File: src/rtl/reg_apb_pkg.sv
// Shared types and defaults for the register-request to APB initiator.
// FSM encoding, default widths and the ACCESS watchdog counter width.
package reg_apb_pkg;

  typedef enum logic [1:0] {
    ST_IDLE,
    ST_SETUP,
    ST_ACCESS,
    ST_RESP
  } state_t;

  localparam int ADDR_W_DEF  = 16;
  localparam int DATA_W_DEF  = 32;
  localparam int TIMEOUT_DEF = 256;
  localparam int CNT_W       = 16;

endpackage

File: src/rtl/reg_apb_initiator.sv
// Single-outstanding request/response to APB initiator with ACCESS
// watchdog; every output is a flop, req_rdy tracks the next state.
module reg_apb_initiator
  import reg_apb_pkg::*;
#(
  parameter int ADDR_W  = ADDR_W_DEF,
  parameter int DATA_W  = DATA_W_DEF,
  parameter int TIMEOUT = TIMEOUT_DEF
) (
  input  logic                clk,
  input  logic                rst_n,
  input  logic                req_vld,
  output logic                req_rdy,
  input  logic                req_write,
  input  logic [ADDR_W-1:0]   req_addr,
  input  logic [DATA_W-1:0]   req_wdata,
  input  logic [DATA_W/8-1:0] req_strb,
  input  logic [2:0]          req_prot,
  output logic                rsp_vld,
  input  logic                rsp_rdy,
  output logic [DATA_W-1:0]   rsp_rdata,
  output logic                rsp_err,
  output logic                rsp_timeout,
  output logic [ADDR_W-1:0]   p_addr,
  output logic [2:0]          p_prot,
  output logic                p_sel,
  output logic                p_enable,
  output logic                p_write,
  output logic [DATA_W-1:0]   p_wdata,
  output logic [DATA_W/8-1:0] p_strb,
  input  logic                p_ready,
  input  logic [DATA_W-1:0]   p_rdata,
  input  logic                p_slverr
);

  localparam logic [CNT_W-1:0] TO_LIM = CNT_W'(TIMEOUT);

  state_t           state;
  logic [CNT_W-1:0] cnt;
  logic [CNT_W-1:0] cnt_nxt;

  assign cnt_nxt = cnt + CNT_W'(1);

  always_ff @(posedge clk or negedge rst_n) begin
    if (!rst_n) begin
      state       <= ST_IDLE;
      cnt         <= '0;
      req_rdy     <= 1'b0;
      rsp_vld     <= 1'b0;
      rsp_rdata   <= '0;
      rsp_err     <= 1'b0;
      rsp_timeout <= 1'b0;
      p_addr      <= '0;
      p_prot      <= '0;
      p_sel       <= 1'b0;
      p_enable    <= 1'b0;
      p_write     <= 1'b0;
      p_wdata     <= '0;
      p_strb      <= '0;
    end else begin
      unique case (state)
        ST_IDLE: begin
          req_rdy <= 1'b1;
          if (req_vld && req_rdy) begin
            state    <= ST_SETUP;
            req_rdy  <= 1'b0;
            cnt      <= '0;
            p_sel    <= 1'b1;
            p_enable <= 1'b0;
            p_write  <= req_write;
            p_addr   <= req_addr;
            p_prot   <= req_prot;
            p_wdata  <= req_write ? req_wdata : '0;
            p_strb   <= req_write ? req_strb : '0;
          end
        end
        ST_SETUP: begin
          state    <= ST_ACCESS;
          p_enable <= 1'b1;
        end
        ST_ACCESS: begin
          // ready wins over the watchdog when both land together
          if (p_ready) begin
            state       <= ST_RESP;
            p_sel       <= 1'b0;
            p_enable    <= 1'b0;
            rsp_vld     <= 1'b1;
            rsp_rdata   <= p_write ? '0 : p_rdata;
            rsp_err     <= p_slverr;
            rsp_timeout <= 1'b0;
          end else if (cnt_nxt >= TO_LIM) begin
            state       <= ST_RESP;
            p_sel       <= 1'b0;
            p_enable    <= 1'b0;
            rsp_vld     <= 1'b1;
            rsp_rdata   <= '0;
            rsp_err     <= 1'b1;
            rsp_timeout <= 1'b1;
          end else begin
            cnt <= cnt_nxt;
          end
        end
        ST_RESP: begin
          if (rsp_rdy) begin
            state   <= ST_IDLE;
            rsp_vld <= 1'b0;
            req_rdy <= 1'b1;
          end
        end
        default: begin
          state   <= ST_IDLE;
          req_rdy <= 1'b0;
        end
      endcase
    end
  end

endmodule

File: config.mk
export PLATFORM = sky130hd
export DESIGN_NAME = reg_apb_initiator
export DESIGN_NICKNAME = d
export VERILOG_FILES = /design/src/rtl/reg_apb_pkg.sv /design/src/rtl/reg_apb_initiator.sv
export SDC_FILE = /design/constraint.sdc
export NUM_CORES = 1
export LEC_CHECK = 0
export ABC_AREA = 1
export CELL_PAD_IN_SITES_DETAIL_PLACEMENT = 1
export CELL_PAD_IN_SITES_GLOBAL_PLACEMENT = 1
export CORE_ASPECT_RATIO = 0.8
export CORE_MARGIN = 2
export CORE_UTILIZATION = 30
export DETAILED_ROUTE_END_ITERATION = 10
export PLACE_DENSITY_LB_ADDON = 0.1
export SLEW_MARGIN = 20
export SYNTH_ARGS = -nofsm -noshare
export SYNTH_HDL_FRONTEND = slang
export SYNTH_SLANG_ARGS = --single-unit
File: constraint.sdc
create_clock -name clk -period 4.45 [get_ports clk]
set_input_delay 0.89 -clock clk [delete_from_list [all_inputs] [get_ports clk]]
set_output_delay 0.89 -clock clk [all_outputs]
set_load 0.1 [all_outputs]
==> impl_metrics.csv <==
group,metric,value,unit
status,status,"finished, final reports clean",
setup_path,reg2reg_from,"cnt[0]",
global_route,grt_max_degree,70,
floorplanning,die_x,145,um
sta,period_share,63.4,%
setup_path,worstPathMaxFanout,3,
clocking,cts_buffer_depth,2,
routing,vias_per_cell,4.54,
sta,finalHoldViolCount,0,
run,maxCapViolCount,0,
sta,fin_crit,2.82,ns
logic_synthesis,ys_warn_count,0,
setup_path,cpPeakStageDelay,1.19,ns
routing,final_antenna_net_count,0,
sta,slew_violations,0,
logic_synthesis,synth_area,0.00480,mm^2
setup_path,crit_slowest_cell,"clkdlybuf4s50_1",
cells_and_area,antennaDiodeCount,0,
floorplanning,dieArea,0.0170,mm^2
routing,drt-wirelength-per-cell,15.4,um
placed_design,dp_hpwl,10800,um
clocking,htreeDepth,3,
sta,max_freq,354,MHz
cells_and_area,nets,857,
logic_synthesis,yosysSeqAreaShare,58.4,%
placed_design,finalWeightedCongestion,0.784,
clocking,worst_setup_hold_path_clk_slew,0.07,ns
routing,wl,15100,um
sta,fin_setup_tns,0,ns
cells_and_area,area_growth,49.3,%
routing,drc,0,
global_route,grt_overflow,0,
global_route,grt_pass1_wl,24000,um
clocking,clock-root-buffer,"clkbuf_16",
sta,skew,0.00419,ns
global_route,grtUsageTotal,17.8,%
setup_path,critical_path.top_delay_family,"buffers and inverters",
setup_path,crit_path_cell_trace,"clkdlybuf4s50_1",
setup_path,critPathRequiredTime,3.56,ns
routing,drt_iter0_drc,181,
sta,rsz0062_at_grt,"no",
global_route,grt_pass1_vias,4659,
placed_design,portBuffers,187,
sta,tightest_slew,1.03,ns
clocking,clock_latency,0.35,ns
setup_path,critPathCaptureType,"output pin",
logic_synthesis,syn-num-nets,679,
clocking,cts_tree,"yes",
sta,slew_headroom,31.2,%
setup_path,setup.worst_path.class,"flop to output pin",
floorplanning,rows,41,
cells_and_area,drive_gt1_share,4.06,%
sta,setup_viol,0,
floorplanning,initial_core_util,30.6,%
setup_path,startpoint_type,"flop",
routing,first_pass_iters,4,
logic_synthesis,synth_seq_cells,112,
logic_synthesis,ys_types,26,
logic_synthesis,avgSynthCellArea,8.28,um^2
setup_path,worstSetupStartpoint,"p_write",
routing,vias,4438,
floorplanning,fp.dieH,117,um
clocking,cts.sinks,112,
clocking,postCtsSetupRepairBufs,0,
clocking,hold_buffers,0,
global_route,antenna_found_initial,0,
clocking,cts_buffers,9,
clocking,cts_repair_resize_count,0,
floorplanning,core_area,0.0157,mm^2
worst_hold_path,hold_class,"flop to flop",
setup_path,arrival,1.93,ns
logic_synthesis,netlist_instances,580,
setup_path,path_buf_inv,1,
floorplanning,ios,188,
worst_hold_path,hold_start,"rsp_rdata[13]",
==> sequential cells by signal, indices dropped and copies added, names as in the netlist <==
name,cells
rsp_vld,1
req_rdy,1
p_wdata,32
rsp_rdata,32
p_strb,4
rsp_timeout,1
p_enable,1
state,2
p_sel,1
cnt,16
p_addr,16
rsp_err,1
p_prot,3
p_write,1
==> cell usage after synthesis, drive strengths merged <==
master / n / area (um^2)
a22o: 1 / 8.76
a21boi: 1 / 7.51
xnor2: 1 / 8.76
o21ai: 8 / 40.0
ha: 5 / 62.6
or2: 2 / 12.5
xor2: 1 / 8.76
nor2: 24 / 103
a21oi: 12 / 60.1
buf: 10 / 65.1
inv: 21 / 78.8
dfrtp: 112 / 2800
nand4: 7 / 43.8
nand3: 60 / 300
nand3b: 1 / 7.51
clkbuf: 17 / 63.8
nand2: 297 / 1130
==> area by class of cell <==
cell class	instances	area [um^2]
clock inverters	2	38.8
multi-input cells	420	1800
clock buffers	14	254
inverters	21	78.8
fillers	1880	8530
repair buffers	194	1920
well taps	215	269
flip-flops and latches	112	2800
==> routing by layer <==
layer | track usage (%) | up-vias | routed length, um
li1 | - | 2166 | -
met5 | 0 | - | 0
met3 | 6.36 | 11 | 1080
met2 | 30.4 | 94 | 7360
met1 | 21.7 | 2167 | 6510
met4 | 4.71 | 0 | 157
==> layout by cell type, fill, tap and decap left out, types with 5 or more instances in the layout <==
master / n
nand4_1: 7
nand2_1: 294
o21ai_0: 6
nand3_1: 60
ha_1: 5
inv_1: 19
clkdlybuf4s50_1: 186
clkbuf_16: 9
dfrtp_1: 112
a21oi_1: 12
nor2_1: 19
buf_4: 8
==> cells by family after synthesis <==
logic type	Yosys count	synth area share, %
compound gates	22	2.42
flops	112	58.4
fa+ha+maj	5	1.30
xor+xnor	2	0.365
simple gates	391	33.2
buf+inv	48	4.33
==> stage by stage <==
stage | worst slack, ns | utilization, % | std cells | area, um^2 | hold WS, ns
floorplan | 2.30 | - | 580 | 4800 | 0.490
detailed placement | 1.71 | 43.8 | 962 | 6870 | 0.461
global placement | 1.77 | 43.8 | 962 | 6870 | 0.453
finish | 1.63 | 45.6 | 978 | 7170 | 0.474
CTS | 1.59 | 45.6 | 978 | 7170 | 0.475
global route | 1.47 | 45.6 | 978 | 7170 | 0.493
==> path summary, 6_finish.rpt <==
path	end	slack, ns	cells after the start
max in group asynchronous	p_wdata[28]	2.89	2
worst min-delay path	rsp_rdata[13]	0.47	2
min in group asynchronous	rsp_rdata[5]	0.66	1
worst min register to register	rsp_rdata[13]	0.47	2
worst max register to register	cnt[5]	1.80	12
worst max-delay path	p_write	1.63	1
Power is left out: the tool's default activity adds up to more than one toggle a clock period on the data nets, which glitch-free logic cannot reach.
